==> config.mk <==
export PLATFORM = sky130hd
export DESIGN_NAME = mem_access_unit_flat
export DESIGN_NICKNAME = d
export VERILOG_FILES = /design/src/rtl/mem_access_unit_if.sv /design/src/rtl/mem_access_unit.sv /design/src/flat_wrapper.sv
export SDC_FILE = /design/constraint.sdc
export NUM_CORES = 1
export LEC_CHECK = 0
export BUFFER_PORTS_ARGS = -buffer_cell sky130_fd_sc_hd__buf_2
export CAP_MARGIN = 10
export CELL_PAD_IN_SITES_DETAIL_PLACEMENT = 1
export CELL_PAD_IN_SITES_GLOBAL_PLACEMENT = 1
export CORE_MARGIN = 1
export CORE_UTILIZATION = 40
export CTS_CLUSTER_SIZE = 8
export DETAILED_ROUTE_END_ITERATION = 10
export PLACE_DENSITY_LB_ADDON = 0.1
export SYNTH_ARGS = -nofsm -noshare
export SYNTH_HDL_FRONTEND = slang
export SYNTH_SLANG_ARGS = --single-unit
export TNS_END_PERCENT = 1
==> constraint.sdc <==
create_clock -name clk -period 10.3 [get_ports clk]
set_clock_uncertainty 0.2 [all_clocks]
set_input_delay 2.06 -clock clk [delete_from_list [all_inputs] [get_ports clk]]
set_output_delay 2.06 -clock clk [all_outputs]
set_load 0.05 [all_outputs]
==> src/rtl/mem_access_unit_if.sv <==
// rtl/mem_access_unit_if.sv - data-bus req/ack interface between the MEM stage and memory
interface mem_bus_if;
    logic        bus_req_o;
    logic        bus_we_o;
    logic [31:0] bus_addr_o;
    logic [3:0]  bus_sel_o;
    logic [31:0] bus_wdata_o;
    logic        bus_ack_i;
    logic [31:0] bus_rdata_i;

    modport master (
        output bus_req_o, bus_we_o, bus_addr_o, bus_sel_o, bus_wdata_o,
        input  bus_ack_i, bus_rdata_i
    );

    modport slave (
        input  bus_req_o, bus_we_o, bus_addr_o, bus_sel_o, bus_wdata_o,
        output bus_ack_i, bus_rdata_i
    );
endinterface

==> src/rtl/mem_access_unit.sv <==
// rtl/mem_access_unit.sv - MEM-stage load/store engine with big-endian lane handling
module mem_access_unit #(
    parameter int TIMEOUT_CYCLES = 256
) (
    input  logic        clk,
    input  logic        rst,
    input  logic [5:0]  stall_i,
    input  logic [7:0]  aluop_i,
    input  logic [31:0] mem_addr_i,
    input  logic [31:0] reg2_i,
    input  logic [4:0]  wd_i,
    input  logic        wreg_i,
    input  logic [31:0] wdata_i,
    output logic [4:0]  wd_o,
    output logic        wreg_o,
    output logic [31:0] wdata_o,
    output logic        stallreq_o,
    output logic        addr_err_o,
    output logic        bus_err_o,
    mem_bus_if.master   bus
);
    localparam logic [7:0] OP_LB  = 8'b1110_0000;
    localparam logic [7:0] OP_LH  = 8'b1110_0001;
    localparam logic [7:0] OP_LW  = 8'b1110_0011;
    localparam logic [7:0] OP_LBU = 8'b1110_0100;
    localparam logic [7:0] OP_LHU = 8'b1110_0101;
    localparam logic [7:0] OP_SB  = 8'b1110_1000;
    localparam logic [7:0] OP_SH  = 8'b1110_1001;
    localparam logic [7:0] OP_SW  = 8'b1110_1011;

    localparam logic [1:0] SZ_B = 2'd0;
    localparam logic [1:0] SZ_H = 2'd1;
    localparam logic [1:0] SZ_W = 2'd2;

    localparam logic [1:0] S_IDLE = 2'd0;
    localparam logic [1:0] S_BUS  = 2'd1;
    localparam logic [1:0] S_DONE = 2'd2;

    localparam logic [31:0] TMO_LAST = 32'(TIMEOUT_CYCLES - 1);

    logic [1:0]  state;
    logic [31:0] cnt;
    logic [31:0] rdata_q;
    logic        abort_q, err_q, load_q, sgn_q;
    logic [1:0]  size_q, off_q;
    logic        req_q, we_q;
    logic [31:0] addr_q, wdata_q;
    logic [3:0]  sel_q;

    logic        is_load, is_store, sgn, aligned, mem_op, timeout_hit;
    logic [1:0]  size;
    logic [3:0]  sel_c;
    logic [31:0] wdata_c, ext;
    logic [7:0]  byte_v;
    logic [15:0] half_v;
    logic        unused_stall;

    assign unused_stall = ^{stall_i[5], stall_i[3:0]};
    assign mem_op       = is_load | is_store;
    assign timeout_hit  = (TIMEOUT_CYCLES != 0) && (cnt == TMO_LAST);

    // Decode the memory opcode into direction, access size and signedness
    always_comb begin
        is_load  = 1'b0;
        is_store = 1'b0;
        size     = SZ_W;
        sgn      = 1'b0;
        case (aluop_i)
            OP_LB:  begin is_load = 1'b1;  size = SZ_B; sgn = 1'b1; end
            OP_LBU: begin is_load = 1'b1;  size = SZ_B; end
            OP_LH:  begin is_load = 1'b1;  size = SZ_H; sgn = 1'b1; end
            OP_LHU: begin is_load = 1'b1;  size = SZ_H; end
            OP_LW:  begin is_load = 1'b1;  size = SZ_W; end
            OP_SB:  begin is_store = 1'b1; size = SZ_B; end
            OP_SH:  begin is_store = 1'b1; size = SZ_H; end
            OP_SW:  begin is_store = 1'b1; size = SZ_W; end
            default: ;
        endcase
    end

    // Alignment check plus big-endian lane enables and replicated store data
    always_comb begin
        aligned = 1'b1;
        sel_c   = 4'b1111;
        wdata_c = reg2_i;
        case (size)
            SZ_B: begin
                sel_c   = 4'b1000 >> mem_addr_i[1:0];
                wdata_c = {4{reg2_i[7:0]}};
            end
            SZ_H: begin
                aligned = ~mem_addr_i[0];
                sel_c   = mem_addr_i[1] ? 4'b0011 : 4'b1100;
                wdata_c = {2{reg2_i[15:0]}};
            end
            default: aligned = (mem_addr_i[1:0] == 2'b00);
        endcase
    end

    // Pick the addressed lane out of the captured word and extend it
    always_comb begin
        byte_v = rdata_q[{~off_q, 3'b000} +: 8];
        half_v = off_q[1] ? rdata_q[15:0] : rdata_q[31:16];
        case (size_q)
            SZ_B:    ext = sgn_q ? {{24{byte_v[7]}}, byte_v} : {24'b0, byte_v};
            SZ_H:    ext = sgn_q ? {{16{half_v[15]}}, half_v} : {16'b0, half_v};
            default: ext = rdata_q;
        endcase
    end

    // Transaction FSM: issue one bus cycle, wait for ack or timeout, then report
    always_ff @(posedge clk or posedge rst) begin
        if (rst) begin
            state   <= S_IDLE;
            cnt     <= '0;
            rdata_q <= '0;
            abort_q <= 1'b0;
            err_q   <= 1'b0;
            load_q  <= 1'b0;
            sgn_q   <= 1'b0;
            size_q  <= SZ_W;
            off_q   <= 2'b00;
            req_q   <= 1'b0;
            we_q    <= 1'b0;
            addr_q  <= '0;
            wdata_q <= '0;
            sel_q   <= '0;
        end else begin
            err_q <= 1'b0;
            case (state)
                S_IDLE: begin
                    if (mem_op && aligned) begin
                        req_q   <= 1'b1;
                        we_q    <= is_store;
                        addr_q  <= {mem_addr_i[31:2], 2'b00};
                        sel_q   <= sel_c;
                        wdata_q <= wdata_c;
                        cnt     <= '0;
                        abort_q <= 1'b0;
                        load_q  <= is_load;
                        sgn_q   <= sgn;
                        size_q  <= size;
                        off_q   <= mem_addr_i[1:0];
                        state   <= S_BUS;
                    end
                end
                S_BUS: begin
                    if (bus.bus_ack_i) begin
                        rdata_q <= bus.bus_rdata_i;
                        req_q   <= 1'b0;
                        state   <= S_DONE;
                    end else if (timeout_hit) begin
                        req_q   <= 1'b0;
                        abort_q <= 1'b1;
                        err_q   <= 1'b1;
                        state   <= S_DONE;
                    end else begin
                        cnt <= cnt + 32'd1;
                    end
                end
                S_DONE: begin
                    if (!stall_i[4]) state <= S_IDLE;
                end
                default: state <= S_IDLE;
            endcase
        end
    end

    // Write-back triple, stall request and misalignment pulse
    always_comb begin
        wd_o       = wd_i;
        wreg_o     = wreg_i;
        wdata_o    = wdata_i;
        stallreq_o = 1'b0;
        addr_err_o = 1'b0;
        if (rst) begin
            wd_o    = '0;
            wreg_o  = 1'b0;
            wdata_o = '0;
        end else begin
            case (state)
                S_IDLE: begin
                    if (mem_op) begin
                        wreg_o  = 1'b0;
                        wdata_o = '0;
                        if (aligned) stallreq_o = 1'b1;
                        else         addr_err_o = 1'b1;
                    end
                end
                S_BUS: begin
                    wreg_o     = 1'b0;
                    wdata_o    = '0;
                    stallreq_o = 1'b1;
                end
                default: begin
                    wreg_o  = (load_q && !abort_q) ? wreg_i : 1'b0;
                    wdata_o = load_q ? ext : '0;
                end
            endcase
        end
    end

    assign bus_err_o       = err_q & ~rst;
    assign bus.bus_req_o   = req_q;
    assign bus.bus_we_o    = we_q;
    assign bus.bus_addr_o  = addr_q;
    assign bus.bus_sel_o   = sel_q;
    assign bus.bus_wdata_o = wdata_q;
endmodule
==> src/flat_wrapper.sv <==
// flat-port wrapper written by rule: the top's interface ports become plain ports
module mem_access_unit_flat 
#(
    parameter int TIMEOUT_CYCLES = 256
)
  (clk, rst, stall_i, aluop_i, mem_addr_i, reg2_i, wd_i, wreg_i, wdata_i, wd_o, wreg_o, wdata_o, stallreq_o, addr_err_o, bus_err_o, bus_bus_req_o, bus_bus_we_o, bus_bus_addr_o, bus_bus_sel_o, bus_bus_wdata_o, bus_bus_ack_i, bus_bus_rdata_i);
  mem_bus_if bus_i ();
  input  logic clk;
  input  logic rst;
  input  logic [5:0] stall_i;
  input  logic [7:0] aluop_i;
  input  logic [31:0] mem_addr_i;
  input  logic [31:0] reg2_i;
  input  logic [4:0] wd_i;
  input  logic wreg_i;
  input  logic [31:0] wdata_i;
  output logic [4:0] wd_o;
  output logic wreg_o;
  output logic [31:0] wdata_o;
  output logic stallreq_o;
  output logic addr_err_o;
  output logic bus_err_o;
  output wire logic [$bits(bus_i.bus_req_o)-1:0] bus_bus_req_o;
  output wire logic [$bits(bus_i.bus_we_o)-1:0] bus_bus_we_o;
  output wire logic [$bits(bus_i.bus_addr_o)-1:0] bus_bus_addr_o;
  output wire logic [$bits(bus_i.bus_sel_o)-1:0] bus_bus_sel_o;
  output wire logic [$bits(bus_i.bus_wdata_o)-1:0] bus_bus_wdata_o;
  input wire logic [$bits(bus_i.bus_ack_i)-1:0] bus_bus_ack_i;
  input wire logic [$bits(bus_i.bus_rdata_i)-1:0] bus_bus_rdata_i;
  assign bus_bus_req_o = bus_i.bus_req_o;
  assign bus_bus_we_o = bus_i.bus_we_o;
  assign bus_bus_addr_o = bus_i.bus_addr_o;
  assign bus_bus_sel_o = bus_i.bus_sel_o;
  assign bus_bus_wdata_o = bus_i.bus_wdata_o;
  assign bus_i.bus_ack_i = bus_bus_ack_i;
  assign bus_i.bus_rdata_i = bus_bus_rdata_i;
  mem_access_unit #(.TIMEOUT_CYCLES(TIMEOUT_CYCLES)) u_core (.clk(clk), .rst(rst), .stall_i(stall_i), .aluop_i(aluop_i), .mem_addr_i(mem_addr_i), .reg2_i(reg2_i), .wd_i(wd_i), .wreg_i(wreg_i), .wdata_i(wdata_i), .wd_o(wd_o), .wreg_o(wreg_o), .wdata_o(wdata_o), .stallreq_o(stallreq_o), .addr_err_o(addr_err_o), .bus_err_o(bus_err_o), .bus(bus_i));
endmodule
==> results.yml, run 1 <==
routing:
  drt_first_pass_iters: 4
  drc_errors: 0
  wl_per_cell_um: 17.4
  drt_iter0_drc: 290
  drt.antenna.violating_nets: 0
  vias: 6730
  wl_um: 22100
  vias_per_cell: 5.29
clock_tree:
  clock-sinks: 142
  cts_setup_buffers: 0
  numCtsBuffers: 17
  cts_tree: "built"
  cts_buffer_depth: 2
  clk_latency_ns: 0.41
  clk_pin_slew_ns: 0.06
  cts-root-buf: "clkbuf_16"
  cts_hold_buf: 0
  htree_levels: 4
  cts_resized: 0
sta:
  min_period_ns: 6.52
  period_share_pct: 63.3
  fmax_mhz: 153
  finalSetupViolations: 0
  holdWs_ns: 0.267
  maxSlewHeadroom_pct: 30.1
  hold_violations: 0
  fin_tns_setup_ns: 0
  rsz0062_at_grt: "no"
  maxSlewViolCount: 0
  timing.final.ws_setup_ns: 3.78
  tightest_slew_ns: 1.05
power:
  leakage_nw: 4.79
  p_switching_w: 0.000559
  p_int_w: 0.00117
  power-per-cell-area_nw_per_um2: 184
  combPwrFrac_pct: 22.5
  p_clk_share_pct: 39.0
  ir_worst_vdd_uv: 121
  seq_power_share_pct: 38.5
  p_sw_share_pct: 32.4
grt:
  grt_max_degree: 98
  antenna_found_initial: 2
  grt_pass1_vias: 6480
  grt_overflow: 0
  grt_usage_pct: 23.5
  grt_pass1_wl_um: 34300
placement:
  dp.cells: 1239
  gp_congestion: 0.770
  place_ws_ns: 3.80
  port_buffers: 254
  hpwl_um: 15800
finish:
  final_cells: 1272
  area.growth.synth_to_final_pct: 26.8
  drive_gt1_share_pct: 34.1
  finalNetCount: 1181
  final_util_pct: 51.9
yosys:
  synth.top_cells.by_count: "nand2_1 (214), dfrtp_1 (141), o21ai_0 (57), mux2_2 (42), nor2_1 (38)"
  avgSynthCellArea_sq_um: 9.20
  synth-edff-count: 0
  ys_seq_elements: 142
  synth_largest_area_cell: "dfrtp_1"
  netlist_instances: 802
  synth_warnings: 0
  synth_top_area_share_pct: 47.8
  yosys-top-cells-area: "dfrtp_1 (48%), nand2_1 (11%), mux2_2 (6.4%)"
  ys_async_sr_fraction_pct: 100
  yosysMostFrequentCell: "nand2_1"
  seq_area_frac_synth_pct: 48.2
  ys.flop_type: "dfrtp_1"
  synth_area_sq_um: 7380
  ys_types: 67
floorplanning:
  dieWidth_um: 138
  rows: 49
  start_util_pct: 40.9
  fp.dieH_um: 138
  core-area_sq_um: 18000
  ios: 262
  design.die.area_sq_um: 19000
min_path:
  hp-class: "reg2reg"
worst_setup_path:
  crit_type: "in2out"
  cp_data_required_time_ns: 8.04
  worstPathArrival_ns: 4.26
  crit_path_max_fanout: 29
  start_kind: "input port"
  end_kind: "output pin"
outcome:
  status: "finished clean"
flow_run:
  drv_cap: 0
## worst paths after layout
kind	from	to	depth (start not counted)	slack [ns]
setup / recovery	aluop_i[4]	stallreq_o	7	3.78
hold / removal	u_core.bus.bus_addr_o[7]	u_core.bus.bus_addr_o[7]	2	0.27
setup reg to reg	u_core.state[1]	u_core.bus.bus_addr_o[13]	6	6.98
hold reg to reg	u_core.bus.bus_addr_o[7]	u_core.bus.bus_addr_o[7]	2	0.27
max in group asynchronous	rst	u_core.bus.bus_wdata_o[9]	3	6.81
min in group asynchronous	rst	u_core.state[1]	2	1.75
## routing by layer
metal,vias to the layer above,track usage (%),share of wire [%]
met4,2,6.16,1.1
met5,-,0,0.059
met1,3302,31.3,44
met3,19,4.60,4.7
met2,145,38.9,50
li1,3262,-,-
## stage by stage
stage	total power [W]	instance area [sq um]
2_1_floorplan	0.000948	7380
3_3_place_gp	0.00106	8710
3_5_place_dp	0.00107	8710
4_1_cts	0.00174	9350
5_1_grt	0.00180	9350
6_report	0.00173	9360
## cell type report
cell class / instances / area [sq um]
timing repair buffer: 262 / 1330
tap: 229 / 287
clock inverter: 14 / 215
clock buffer: 17 / 425
multi-input combinational: 595 / 3490
inverter: 11 / 46.3
fill: 2182 / 8670
antenna: 2 / 5.00
sequential: 142 / 3550
## power by group through the flow
stage	Clock (W)	Combinational (W)	Sequential, W
finish	0.000672	0.000388	0.000665
floorplan	0	0.000149	0.000799
detailed placement	0	0.000391	0.000674
global route	0.000708	0.000417	0.000675
global placement	0	0.000385	0.000672
CTS	0.000685	0.000393	0.000665
## sequential cells by signal, indices dropped and copies added (netlist names)
| signal | count |
|---|---|
| u_core.sgn_q | 1 |
| u_core.bus.bus_req_o | 1 |
| u_core.size_q | 2 |
| u_core.state | 2 |
| u_core.bus.bus_addr_o | 30 |
| u_core.load_q | 1 |
| u_core.abort_q | 1 |
| u_core.rdata_q | 32 |
| u_core.cnt | 32 |
| u_core.bus.bus_we_o | 1 |
| u_core.bus.bus_wdata_o | 32 |
| u_core.bus.bus_sel_o | 4 |
| u_core.off_q | 2 |
| u_core.err_q | 1 |
## cells by family (layout without fill, tap and decap cells)
group / after synthesis / after routing / share of synthesized area, %
flops: 142 / 142 / 48.2
other cells: 1 / 4 / 0.0508
mux: 65 / 65 / 9.53
compound gates: 176 / 176 / 15.2
fa+ha+maj: 1 / 1 / 0.170
buf+inv: 66 / 304 / 4.82
xor+xnor: 9 / 9 / 1.07
simple gates: 342 / 342 / 21.0
## layout by cell type (no fill, tap or decap), types with 9 or more instances in the layout
master	synthesis	layout
clkbuf_16	0	17
or4_1	9	9
o21ai_0	57	57
dfrtp_1	141	141
o31ai_1	12	11
mux2i_1	23	23
buf_2	13	254
nor2_1	38	38
a31oi_1	9	9
nand2_1	214	214
or3_1	11	11
nor3_1	11	10
inv_1	11	10
a21oi_1	35	35
nor4_1	9	9
o21ai_1	16	16
mux2_2	42	42
nand3_1	15	15
o21a_1	9	9
## critical path: stages
cell and delay (ns):
buf_2 0.10, nand4b_4 0.21, a211o_1 0.66, a22oi_1 0.42, a21oi_1 0.12, nor3_1 0.35, buf_2 0.34
Note: power is estimated with default switching activity, not from simulation.
==> run 2, diff against run 1 <==
ABC_AREA = 1   (was unset)
CORE_UTILIZATION = 36   (was 40)
clock period = 6.25 ns   (was 10.3 ns; I/O delays follow)
==> run 2 against run 1 <==
Net effect: sequential share of layout area decreased by 3.1 points; critical path depth increased by 1; non-clock buffer count decreased by 2; combinational power increased by 95%; highest routed layer is now met4; via count increased by 26%; wire length increased by 25%; die area increased by 24%; worst setup slack got worse by 2.2 ns; sequential power increased by 68%; clock power increased by 50%; total power increased by 68%; clock-buffer cell count unchanged.
==> results.yml, run 2 <==
worst_setup_path:
  crit_path_max_incr_delay_ns: 0.92
  crit_chain: "clkinv_1 -> nand2_1 -> a21oi_1 -> nand2_1 -> nand3_2 -> nand2_1 -> a21oi_1 -> buf_2"
  crit_type: "reg2out"
  crit_path_max_fanout: 29
  slowest_stage: "dfstp_2"
  path_common_cell: "nand2_1"
  end_kind: "output pin"
  start_kind: "register"
  worstRegToRegCells: 6
  cp_data_required_time_ns: 4.80
  worstPathArrival_ns: 3.25
routing:
  drt_iter0_drc: 425
  drt.antenna.violating_nets: 0
  drt_first_pass_iters: 4
  wl_per_cell_um: 16.0
  drc_errors: 0
  vias: 8495
  vias_per_cell: 4.92
  wl_um: 27700
yosys:
  synth_largest_area_cell: "dfrtp_1"
  avgSynthCellArea_sq_um: 6.84
  synthAdderAreaFrac_pct: 0.152
  ys_async_sr_fraction_pct: 100
  ys.flop_type: "dfrtp_1"
  synth.top_cells.by_count: "nand2_1 (517), nor2_1 (144), dfrtp_1 (141), a21oi_1 (85), nand3_1 (80)"
  synth_top_family_by_area: "simple AND/OR/NAND/NOR gates"
  seq_area_frac_synth_pct: 43.1
  synth_area_sq_um: 8250
  yosys-top-cells-area: "dfrtp_1 (43%), nand2_1 (24%), nor2_1 (6.6%)"
  synth.mux.area_fraction_pct: 2.05
  yosys.area_share.simple_pct: 37.8
  ys_types: 38
  yosysMostFrequentCell: "nand2_1"
  netlist_instances: 1206
  synth_top_area_share_pct: 42.8
  synth-edff-count: 0
  synth_xor_xnor_area_share_pct: 1.27
  ys_seq_elements: 142
  synth_compound_area_share_pct: 8.36
  synth_warnings: 0
clock_tree:
  cts_buffer_depth: 2
  clk_latency_ns: 0.44
  numCtsBuffers: 17
  cts_resized: 0
  cts_setup_buffers: 0
  htree_levels: 4
  cts_tree: "built"
  cts-root-buf: "clkbuf_16"
  clk_pin_slew_ns: 0.07
  clock-sinks: 142
  cts_hold_buf: 0
min_path:
  holdPathStages: 2
  hp-class: "reg2reg"
sta:
  fin_tns_setup_ns: 0
  tightest_slew_ns: 1.04
  maxSlewViolCount: 0
  finalSetupViolations: 0
  rsz0062_at_grt: "no"
  maxSlewHeadroom_pct: 30.2
  hold_violations: 0
  fmax_mhz: 213
  period_share_pct: 75.2
  min_period_ns: 4.70
  timing.final.ws_setup_ns: 1.55
power:
  leakage_nw: 5.54
  combPwrFrac_pct: 26.1
  power.total_w: 0.00289
  ir_worst_vdd_uv: 191
  p_switching_w: 0.00113
  seq_power_share_pct: 38.8
  power-per-cell-area_nw_per_um2: 284
  p_clk_share_pct: 35.1
  p_int_w: 0.00176
  p_sw_share_pct: 39.1
finish:
  drive_gt1_share_pct: 23.2
  area.growth.synth_to_final_pct: 23.6
  final_cell_mix: "nand2_1 (516), buf_2 (254), nor2_1 (143)"
  finalNetCount: 1581
  final_util_pct: 45.2
  final_common_cell: "nand2_1"
floorplanning:
  ios: 262
  rows: 55
  dieWidth_um: 153
  core-area_sq_um: 22600
  fp.dieH_um: 153
  design.die.area_sq_um: 23500
  start_util_pct: 36.5
grt:
  grt_usage_pct: 24.4
  grt_pass1_wl_um: 45600
  grt_pass1_vias: 8764
  antenna_found_initial: 1
  grt_overflow: 0
  grt_max_degree: 89
outcome:
  status: "finished clean"
placement:
  port_buffers: 254
  gp_congestion: 0.884
  hpwl_um: 19700
  place_ws_ns: 1.69
flow_run:
  drv_cap: 0
run 2: changes by cell type after synthesis, sizes merged, moves of 12 or more:
cell   change
a21oi     +50
inv       +61
mux2      -27
mux2i     -23
nand2    +310
nand3     +65
nor2     +110
o21ai     -34
o31ai     -12
or3       -13
run 2: cell families (layout without fill, tap and decap cells):
logic type               Yosys count  in the layout
flip-flops                       142            142
buffers and inverters            133            368
multiplexers                      15             15
AO/OA/AOI/OAI                    132            132
adder cells (fa/ha/maj)            1              1
XOR/XNOR                          12             12
other                              1              3
AND/OR/NAND/NOR                  770            770
run 2: worst paths after layout:
check                                                  end                startpoint  slack [ns]
worst max register to register               u_core.cnt[3]           u_core.state[1]        3.43
max in group asynchronous        u_core.bus.bus_addr_o[20]                       rst        3.01
min in group asynchronous       u_core.bus.bus_wdata_o[16]                       rst        1.30
worst min register to register    u_core.bus.bus_addr_o[7]  u_core.bus.bus_addr_o[7]        0.28
worst max-delay path                           wdata_o[29]          u_core.size_q[1]        1.55
worst min-delay path              u_core.bus.bus_addr_o[7]  u_core.bus.bus_addr_o[7]        0.28
run 2: per-layer routing:
layer  up-vias  GRT usage (%)  share of wire [%]
li1       4234              -                  -
met1      4054           31.3                 45
met2       179           42.1                 49
met3        28           4.31                4.0
met4         0           6.62                1.5
met5         -              0                  0
run 2: area by class of cell:
type	instances	area, sq um
Antenna cell	1	2.50
Clock buffer	17	425
Clock inverter	15	138
Fill cell	2977	12400
Inverter	76	294
Multi-Input combinational cell	932	4110
Sequential cell	142	3550
Tap cell	285	357
Timing Repair Buffer	260	1320
run 2: per-stage QoR:
step	instances	instance area (sq um)	hold WS, ns
final	1728	10200	0.276
after floorplan	1207	8260	0.259
after global routing	1728	10200	0.307
after detailed placement	1695	9630	0.260
after global placement	1695	9630	0.257
after CTS	1727	10200	0.281
run 2: critical path, delay by kind of cell, from the launching register on:
kind	cells	cell delay (ns)
and+or+nand+nor	4	0.89
DFF	1	0.92
buffers and inverters	2	0.85
AOI/OAI and AO/OA	2	0.16
run 2: power by group through the flow:
| stage | sequential (W) | clock (W) | combinational (W) |
|---|---|---|---|
| after global routing | 0.00114 | 0.00106 | 0.000821 |
| final | 0.00112 | 0.00101 | 0.000755 |
| after CTS | 0.00112 | 0.00103 | 0.000764 |
| after floorplan | 0.00136 | 0 | 0.000310 |
| after global placement | 0.00113 | 0 | 0.000746 |
| after detailed placement | 0.00114 | 0 | 0.000762 |
==> run 3, diff against run 2 <==
ABC_AREA = 0   (was 1)
CORE_UTILIZATION = 37   (was 36)
clock period = 4.6 ns   (was 6.25 ns; I/O delays follow)
==> run 3 against run 2 <==
Net effect: flip-flop and latch count stayed put; clock power is 36% higher; clock-buffer cell count is 2 higher; hold slack worse by 0.0074 ns; worst setup slack worse by 1.0 ns; sequential power is 33% higher; first-iteration DRC count is 31% lower; global-route usage is 1.1 points lower; critical path type unchanged; largest cell class is now sequential cells; highest routed layer unchanged.
==> results.yml, run 3 (synthesis gave the netlist of run 1 again) <==
routing:
  drt.antenna.violating_nets: 0
  wl_um: 23200
  drt_first_pass_iters: 4
  vias_per_cell: 5.17
  drc_errors: 0
  vias: 6789
  wl_per_cell_um: 17.7
  drt_iter0_drc: 293
finish:
  drive_gt1_share_pct: 34.4
  final_util_pct: 48.1
  area.growth.synth_to_final_pct: 27.2
  final_common_cell: "buf_2"
  fill_cells: 2377
  finalNetCount: 1185
  final_cell_mix: "buf_2 (254), nand2_1 (214), dfrtp_1 (141)"
placement:
  gp_congestion: 0.784
  hpwl_um: 16200
  port_buffers: 254
power:
  leakage_nw: 4.77
  p_sw_share_pct: 34.1
  seq_power_share_pct: 39.9
  p_int_w: 0.00246
  p_switching_w: 0.00128
  p_clk_share_pct: 36.6
  ir_worst_vdd_uv: 268
  combPwrFrac_pct: 23.5
  power-per-cell-area_nw_per_um2: 399
worst_setup_path:
  path_common_cell: "a21oi_1"
  cp_data_required_time_ns: 3.48
  worstPathArrival_ns: 2.97
  cp_num_buf_inv: 2
  start_kind: "register"
  path_delay_family: "compound AO/OA/AOI/OAI gates"
  end_kind: "output pin"
  crit_type: "reg2out"
  crit_chain: "nor2_1 -> inv_1 -> a21oi_1 -> o221ai_1 -> a21oi_1 -> buf_2"
  slowest_stage: "dfrtp_1"
  crit_path_max_incr_delay_ns: 0.55
  crit_path_max_fanout: 12
sta:
  period_share_pct: 88.8
  holdWs_ns: 0.269
  maxSlewHeadroom_pct: 19.1
  hold_violations: 0
  finalSetupViolations: 0
  fmax_mhz: 245
  min_period_ns: 4.09
  rsz0062_at_grt: "no"
  tightest_slew_ns: 1.21
  maxSlewViolCount: 0
min_path:
  hp-class: "reg2reg"
clock_tree:
  cts_hold_buf: 0
  cts-root-buf: "clkbuf_16"
  clk_latency_ns: 0.42
  clk_pin_slew_ns: 0.06
  clock-sinks: 142
  numCtsBuffers: 17
  cts_buffer_depth: 2
  cts_resized: 0
  cts_setup_buffers: 0
  cts_tree: "built"
  htree_levels: 4
floorplanning:
  fp.dieH_um: 143
  start_util_pct: 37.8
  dieWidth_um: 143
  rows: 51
  core-area_sq_um: 19500
  design.die.area_sq_um: 20500
  ios: 262
grt:
  antenna_found_initial: 1
  grt_pass1_wl_um: 36500
  grt_overflow: 0
  grt_usage_pct: 23.3
  grt_max_degree: 143
  grt_pass1_vias: 6759
flow_run:
  drv_cap: 0
outcome:
  status: "finished clean"
run 3: cell count changes in the layout (fill, tap and decap cells not counted), moves of 11 or more:
cell and delta:
nand2_1 -302, nor2_1 -105, nand3_1 -65, inv_1 -60, a21oi_1 -50, o21ai_0 +30, mux2_2 +27, mux2i_1 +23
o31ai_1 +11, or3_1 +11
run 3: layout make-up:
cell class                      instances  area, sq um  share of cell area [%]
Sequential cell                       142         3550                    37.9
Multi-Input combinational cell        595         3500                    37.2
Timing Repair Buffer                  266         1370                    14.6
Clock buffer                           19          443                    4.72
Tap cell                              265          332                    3.53
Clock inverter                         13          139                    1.48
Inverter                               11         45.0                   0.480
Antenna cell                            1         2.50                  0.0267
run 3: layer usage:
metal | routed length, um | track usage (%) | share of wire, %
met3 | 1040 | 4.16 | 4.5
met1 | 10300 | 30.2 | 44
met2 | 11500 | 39.1 | 50
met5 | 0 | 0 | 0
met4 | 361 | 7.75 | 1.6
run 3: worst paths after layout:
check | startpoint | end | slack, ns | cells after the start
max reg2reg | u_core.cnt[9] | u_core.cnt[1] | 1.52 | 6
min in group asynchronous | rst | u_core.rdata_q[5] | 0.73 | 3
max in group asynchronous | rst | u_core.bus.bus_wdata_o[8] | 2.90 | 3
max | u_core.size_q[0] | wdata_o[3] | 0.51 | 6
min | u_core.bus.bus_addr_o[20] | u_core.bus.bus_addr_o[20] | 0.27 | 2
min reg2reg | u_core.bus.bus_addr_o[20] | u_core.bus.bus_addr_o[20] | 0.27 | 2
run 3: power by group through the flow:
| stage | Combinational (W) | Sequential, W | Clock [W] |
|---|---|---|---|
| 3_3_place_gp | 0.000871 | 0.00151 | 0 |
| 3_5_place_dp | 0.000883 | 0.00151 | 0 |
| 6_report | 0.000878 | 0.00149 | 0.00137 |
| 5_1_grt | 0.000940 | 0.00151 | 0.00145 |
| 4_1_cts | 0.000888 | 0.00149 | 0.00140 |
| 2_1_floorplan | 0.000335 | 0.00179 | 0 |
run 3: through the flow:
| step | TNS [ns] | setup slack (ns) | instances | power, W | instance area (sq um) |
|---|---|---|---|---|---|
| final | 0 | 0.515 | 1312 | 0.00374 | 9390 |
| after global placement | 0 | 0.829 | 1279 | 0.00238 | 8800 |
| after floorplan | -0.185 | -0.185 | 803 | 0.00212 | 7400 |
| after CTS | 0 | 0.466 | 1311 | 0.00378 | 9380 |
| after global routing | 0 | 0.201 | 1312 | 0.00391 | 9390 |
| after detailed placement | 0 | 0.815 | 1279 | 0.00239 | 8800 |
run 3: worst reg2reg max path, cell delays in order, from the launching register on:
cell	delay [ns]
dfrtp_1	0.43
nor4_1	0.37
nand4_1	0.25
o31ai_2	1.06
buf_4	0.38
mux2i_1	0.21
nor2_1	0.05
